## src/rtl/wr_decoder_pipe_if.sv

```systemverilog
// Write-port bundle between writeback (master) and the registered
// write-enable decoder (slave) that feeds the register-file array.
interface wr_decoder_pipe_if #(
  parameter int ADDR_W = 5,
  parameter int NPORTS = 2
);
  localparam int NREGS = 1 << ADDR_W;

  logic                     enable;
  logic [NPORTS-1:0]        port_valid;
  logic [NPORTS*ADDR_W-1:0] port_addr;
  logic                     clr_dirty;
  logic [NREGS-1:0]         we_out;
  logic [NPORTS-1:0]        port_grant;
  logic                     conflict;
  logic [NREGS-1:0]         dirty;
  logic [15:0]              wr_cnt;

  modport master (
    output enable, port_valid, port_addr, clr_dirty,
    input  we_out, port_grant, conflict, dirty, wr_cnt
  );

  modport slave (
    input  enable, port_valid, port_addr, clr_dirty,
    output we_out, port_grant, conflict, dirty, wr_cnt
  );
endinterface

```

## src/rtl/wr_decoder_pipe.sv

```systemverilog
// Registered multi-port register-file write-enable decoder: highest port wins
// same-address collisions, the zero register is masked, and writes are tracked.
module wr_decoder_pipe #(
  parameter int ADDR_W   = 5,
  parameter int NPORTS   = 2,
  parameter int ZERO_EN  = 1,
  parameter int ZERO_IDX = 31
) (
  input  logic            clk,
  input  logic            reset_n,
  wr_decoder_pipe_if.slave bus
);
  localparam int NREGS = 1 << ADDR_W;
  localparam int PCW   = $clog2(NPORTS + 1);

  logic [ADDR_W-1:0] addr [NPORTS];
  logic [NPORTS-1:0] req;
  logic [NPORTS-1:0] grant_d;
  logic [NREGS-1:0]  we_d;
  logic              conflict_d;
  logic [PCW-1:0]    pop;
  logic [16:0]       sum;
  logic [NREGS-1:0]  dirty_d;
  logic [15:0]       cnt_d;

  logic [NREGS-1:0]  we_q;
  logic [NPORTS-1:0] grant_q;
  logic              conflict_q;
  logic [NREGS-1:0]  dirty_q;
  logic [15:0]       cnt_q;

  always_comb begin
    req = '0;
    for (int i = 0; i < NPORTS; i++) begin
      addr[i] = bus.port_addr[i*ADDR_W +: ADDR_W];
      req[i]  = bus.enable & bus.port_valid[i]
              & ~((ZERO_EN != 0) && (addr[i] == ADDR_W'(ZERO_IDX)));
    end
  end

  // A request is granted only if no higher-index port targets the same register.
  always_comb begin
    grant_d    = '0;
    we_d       = '0;
    conflict_d = 1'b0;
    pop        = '0;
    for (int i = 0; i < NPORTS; i++) begin
      grant_d[i] = req[i];
      for (int j = i + 1; j < NPORTS; j++) begin
        if (req[j] && (addr[j] == addr[i])) begin
          grant_d[i] = 1'b0;
        end
      end
      if (grant_d[i]) begin
        we_d[addr[i]] = 1'b1;
        pop           = pop + PCW'(1);
      end else if (req[i]) begin
        conflict_d = 1'b1;
      end
    end
  end

  // A write landing in the clearing cycle is kept rather than wiped by the clear.
  always_comb begin
    sum = {1'b0, cnt_q} + {{(17-PCW){1'b0}}, pop};
    if (bus.clr_dirty) begin
      dirty_d = we_d;
      cnt_d   = 16'(pop);
    end else begin
      dirty_d = dirty_q | we_d;
      cnt_d   = sum[16] ? 16'hFFFF : sum[15:0];
    end
  end

  always_ff @(posedge clk or negedge reset_n) begin
    if (!reset_n) begin
      we_q       <= '0;
      grant_q    <= '0;
      conflict_q <= 1'b0;
      dirty_q    <= '0;
      cnt_q      <= '0;
    end else begin
      we_q       <= we_d;
      grant_q    <= grant_d;
      conflict_q <= conflict_d;
      dirty_q    <= dirty_d;
      cnt_q      <= cnt_d;
    end
  end

  assign bus.we_out     = we_q;
  assign bus.port_grant = grant_q;
  assign bus.conflict   = conflict_q;
  assign bus.dirty      = dirty_q;
  assign bus.wr_cnt     = cnt_q;
endmodule
```

## src/flat_wrapper.sv

```systemverilog
// flat-port wrapper written by rule: the top's interface ports become plain ports
module wr_decoder_pipe_flat 
#(
  parameter int ADDR_W   = 5,
  parameter int NPORTS   = 2,
  parameter int ZERO_EN  = 1,
  parameter int ZERO_IDX = 31
)
  (clk, reset_n, bus_enable, bus_port_valid, bus_port_addr, bus_clr_dirty, bus_we_out, bus_port_grant, bus_conflict, bus_dirty, bus_wr_cnt);
  wr_decoder_pipe_if #(.ADDR_W(ADDR_W), .NPORTS(NPORTS)) bus_i ();
  input  logic clk;
  input  logic reset_n;
  input wire logic [$bits(bus_i.enable)-1:0] bus_enable;
  input wire logic [$bits(bus_i.port_valid)-1:0] bus_port_valid;
  input wire logic [$bits(bus_i.port_addr)-1:0] bus_port_addr;
  input wire logic [$bits(bus_i.clr_dirty)-1:0] bus_clr_dirty;
  output wire logic [$bits(bus_i.we_out)-1:0] bus_we_out;
  output wire logic [$bits(bus_i.port_grant)-1:0] bus_port_grant;
  output wire logic [$bits(bus_i.conflict)-1:0] bus_conflict;
  output wire logic [$bits(bus_i.dirty)-1:0] bus_dirty;
  output wire logic [$bits(bus_i.wr_cnt)-1:0] bus_wr_cnt;
  assign bus_i.enable = bus_enable;
  assign bus_i.port_valid = bus_port_valid;
  assign bus_i.port_addr = bus_port_addr;
  assign bus_i.clr_dirty = bus_clr_dirty;
  assign bus_we_out = bus_i.we_out;
  assign bus_port_grant = bus_i.port_grant;
  assign bus_conflict = bus_i.conflict;
  assign bus_dirty = bus_i.dirty;
  assign bus_wr_cnt = bus_i.wr_cnt;
  wr_decoder_pipe #(.ADDR_W(ADDR_W), .NPORTS(NPORTS), .ZERO_EN(ZERO_EN), .ZERO_IDX(ZERO_IDX)) u_core (.clk(clk), .reset_n(reset_n), .bus(bus_i));
endmodule
```

## config.mk

```make
export PLATFORM = sky130hd
export DESIGN_NAME = wr_decoder_pipe_flat
export DESIGN_NICKNAME = d
export VERILOG_FILES = /design/src/rtl/wr_decoder_pipe_if.sv /design/src/rtl/wr_decoder_pipe.sv /design/src/flat_wrapper.sv
export SDC_FILE = /design/constraint.sdc
export NUM_CORES = 1
export LEC_CHECK = 0
export CORE_MARGIN = 4
export CORE_UTILIZATION = 45
export CTS_CLUSTER_SIZE = 8
export DETAILED_ROUTE_END_ITERATION = 16
export GPL_ROUTABILITY_DRIVEN = 1
export PLACE_DENSITY = 0.79
export SLEW_MARGIN = 20
export SYNTH_ARGS = -nofsm -noshare
export SYNTH_HDL_FRONTEND = slang
export SYNTH_SLANG_ARGS = --single-unit
```

## constraint.sdc

```tcl
create_clock -name clk -period 4.2 [get_ports clk]
set_input_delay 1.05 -clock clk [delete_from_list [all_inputs] [get_ports clk]]
set_output_delay 1.05 -clock clk [all_outputs]
set_load 0.005 [all_outputs]
```

==> impl_results.md <==
- Pins Over Slew Limit: 0
- Period utilisation layout: around nine tenths
- Number of global-route vias before repair: 3,327
- IO Pins: 99
- Vias per std cell: 5.82
- Fmax: 259 MHz
- Critical Path Fanout Max: 7
- Worst-case hold path end point: u_core.bus.dirty[0]
- Max cap viols: 0
- Setup CP Type: in2reg
- Reg2reg start: u_core.bus.wr_cnt[0]
- Ratio of cells with drive above 1 in the final layout: 10.1%
- Row Count: 33
- H-Tree Depth: 3
- Synth Area in XOR/XNOR: 2.96%
- Post-synthesis simple-gate area fraction: 16.1%
- Setup bufs post-CTS: 0
- Post-synth EDFFs: 0
- Crit path max-delay family: simple AND/OR/NAND/NOR gates
- CTS tree: done
- Synth warn: 0
- CTS Sinks: 83
- Critical Path AT: 4.13 ns
- Total track usage: 21.5%
- Compound-Gate Fraction of Synth Area: 20.3%
- Clk slew on worst S/H paths: 0.09 ns
- Slowest stage cell on the critical path: clkdlybuf4s50_1
- Final ANT Viol Nets: 0
- Minimum clock period: 3.86 ns
- Pwr per Cell Area: 323 nW/µm²
- Static leakage: 0.00213 µW
- Ys flop type: dfrtp_1
- CP cell instances: clkdlybuf4s50_1, and3_1, a31oi_4, and4_2, nor2_1, ha_1, ha_1, inv_1, fa_1, nand3b_1, nor2_1, nand2_1, buf_4, a21oi_1
- Metal2 WL: 4990 µm
- Post-CTS Hold Buffers: 0
- Reg-to-reg slack, setup: 2.20 ns
- Detailed Route WL: 10,400 µm
- Post-synthesis register bit count: 83
- Antenna violations before repair: 0
- DP HPWL: 7250 µm
- GPL Wtd Cong: 0.871
- Status: finished, final reports clean
- Full die area: between 10,000 and 15,000 µm²
- Area grow syn2layout: 35.8%
- Syn nets: a little under 400
- Die height: 100 µm
- Ys async rst share: 100%
- Syn Inst Count: about 370
- Routed length on met3: 680 µm
- 1st-pass router iterations: 5
- CTS resizes: 0
- Max layer used: met4
- Yosys cell types: 48
- GR Overflow Total: 0
- Syn avg cell area: 10.4 µm²
- Final #Nets: 492
- DRT iter0 DRCs: about 220
- CP Capture Type: flip-flop
- Post-Synth Adder-Cell Area: 1.50%
- Vias: around 3.4k
- RSZ-0062 raised after global routing: no
- Total CTS buffers: 9
- Critical path buffers and inverters: 3
- Met1 wire length: approximately 4500 µm
- Mux contribution to synthesized area: 0%
- Setup violators final: 0
- Synth Cell Area: 3840 µm²
- Critical path's largest stage delay: roughly 0.47 ns
- Chip width: 100 µm
- Root buf cell: clkbuf_8
- Peak VDD IR: 0.166 mV
- Starting Density: between 40 and 50%
- WL/cell: 17.9 µm
- Critical R2R Capture: u_core.bus.wr_cnt[10]
- Setup TNS: 0 ns
- Worst r2r path cells: 8
- PnR worst setup slack: 0.344 ns
- Final hold vios: 0
- Hold Path Cell Cnt: 2
- Clock latency at the later pin of the worst-skew pair: roughly 0.36 ns
- Rel. slew slack: 43.8%
- Critical path required time: approximately 4.5 ns
- Startpoint types: input port
- CTS max path bufs: 2
- Largest net degree at the start of global routing: 84
- Post-place setup slack: 0.0156 ns
- Start point of the worst hold path: u_core.bus.dirty[0]
- First-pass GRT wire length: 17,000 µm
- Placeable core area: a little over 8000 µm²
- DRC viols: 0
- PortBufs: 98
- Largest family of logic cells by synthesized area: compound AO/OA/AOI/OAI gates
- Worst-Margin Slew: 0.837 ns
- Seq/Total Area, Yosys: between 50% and 60%
- ANT cells: 0
- Hold crit path type: reg2reg
- Clock Skew: 0.00653 ns
per-layer routing:
layer / global-route usage (%) / vias to the layer above
met5: 0 / -
met4: 8.81 / 0
met3: 3.68 / 22
met2: 32.8 / 154
met1: 30.6 / 1654
li1: - / 1559
worst reg2reg max path, cell delays in order, from the launching register on:
cell and delay [ns]:
dfrtp_1 0.38, ha_1 0.18, inv_1 0.06, fa_1 0.39, nand3b_1 0.20, nor2_1 0.15, nand2_1 0.19, buf_4 0.22
a21oi_1 0.15
cells in the final DEF (no fill, tap or decap), types with 7 or more instances in the layout:
cell              n
o31ai_1          37
nand2_1          44
nor2_1           17
clkdlybuf4s50_1  97
xnor2_1           7
nand3_1           8
inv_1             7
nor3_1           12
clkbuf_8          9
a21oi_1          15
buf_4            23
dfrtp_1          83
nand4_1           7
a22oi_1          19
o21ai_0          13
state kept, by name (all words and copies together), names as in the netlist:
name / flops
u_core.bus.we_out: 32
u_core.bus.dirty: 32
u_core.bus.wr_cnt: 16
u_core.bus.port_grant: 2
u_core.bus.conflict: 1
metrics by stage:
stage               hold slack, ns  area, µm²  instances  util (%)  total power [µW]
floorplan                    0.484       3840        369         -               912
detailed placement           0.484       4970        566      60.2              1010
global placement             0.476       4970        566      60.2              1010
CTS                          0.506       5220        582      63.2              1690
global route                 0.534       5220        582      63.2              1740
finish                       0.508       5220        582      63.2              1680
area by class of cell:
cell class,count,area (µm²)
sequential,83,2080
inverter,8,30.0
timing repair buffer,121,1150
tap,105,131
clock inverter,7,116
clock buffer,9,124
fill,703,3040
multi-input combinational,249,1590
where the power goes:
group          switching, µW  internal (µW)
registers               11.2            815
clock network            294            394
logic                   94.0           76.3
total                    399           1280
synth_stat cells (2+ instances only):
master     instances  area share, %
a21oi_1           15            2.0
a22oi_1           19            3.7
a2bb2oi_1          3           0.68
a31oi_1            4           0.65
and3_1             4           0.65
and4_1             2           0.46
and4b_1            2           0.52
buf_1              4           0.39
buf_2              4           0.52
buf_4              2           0.39
buf_6              5            1.5
clkbuf_1          14            1.4
dfrtp_1           83             54
ha_1               3           0.98
inv_1              7           0.68
nand2_1           44            4.3
nand2b_1           2           0.33
nand3_1            8            1.0
nand3b_1           4           0.78
nand4_1            7            1.1
nand4b_1           3           0.68
nor2_1            17            1.7
nor2b_1            3           0.49
nor3_1            12            1.6
nor3b_1            6            1.2
nor4_1             2           0.33
o211ai_1           4           0.78
o21ai_0           13            1.7
o21bai_1           5           0.98
o22ai_1            2           0.33
o31ai_1           37            7.2
o31ai_2            2           0.65
xnor2_1            7            1.6
xor2_1             6            1.4
worst max-delay path by stage:
| stage | start | end | cells past startpoint |
|---|---|---|---|
| floorplan | bus_port_addr[7] | u_core.bus.wr_cnt[11] | 17 |
| global route | bus_port_addr[9] | u_core.bus.wr_cnt[3] | 14 |
| CTS | bus_port_addr[9] | u_core.bus.wr_cnt[10] | 14 |
| finish | bus_port_addr[9] | u_core.bus.wr_cnt[10] | 14 |
| detailed placement | bus_port_addr[9] | u_core.bus.wr_cnt[10] | 14 |
| global placement | bus_port_addr[9] | u_core.bus.wr_cnt[3] | 14 |
logic make-up (layout without fill, tap and decap cells):
logic type,count (synthesis),in the layout
buf+inv,37,145
simple gates,121,121
compound gates,110,110
flops,83,83
xor+xnor,13,13
fa+ha+maj,4,4
other cells,1,1
Power figures use the tool's default switching activity.
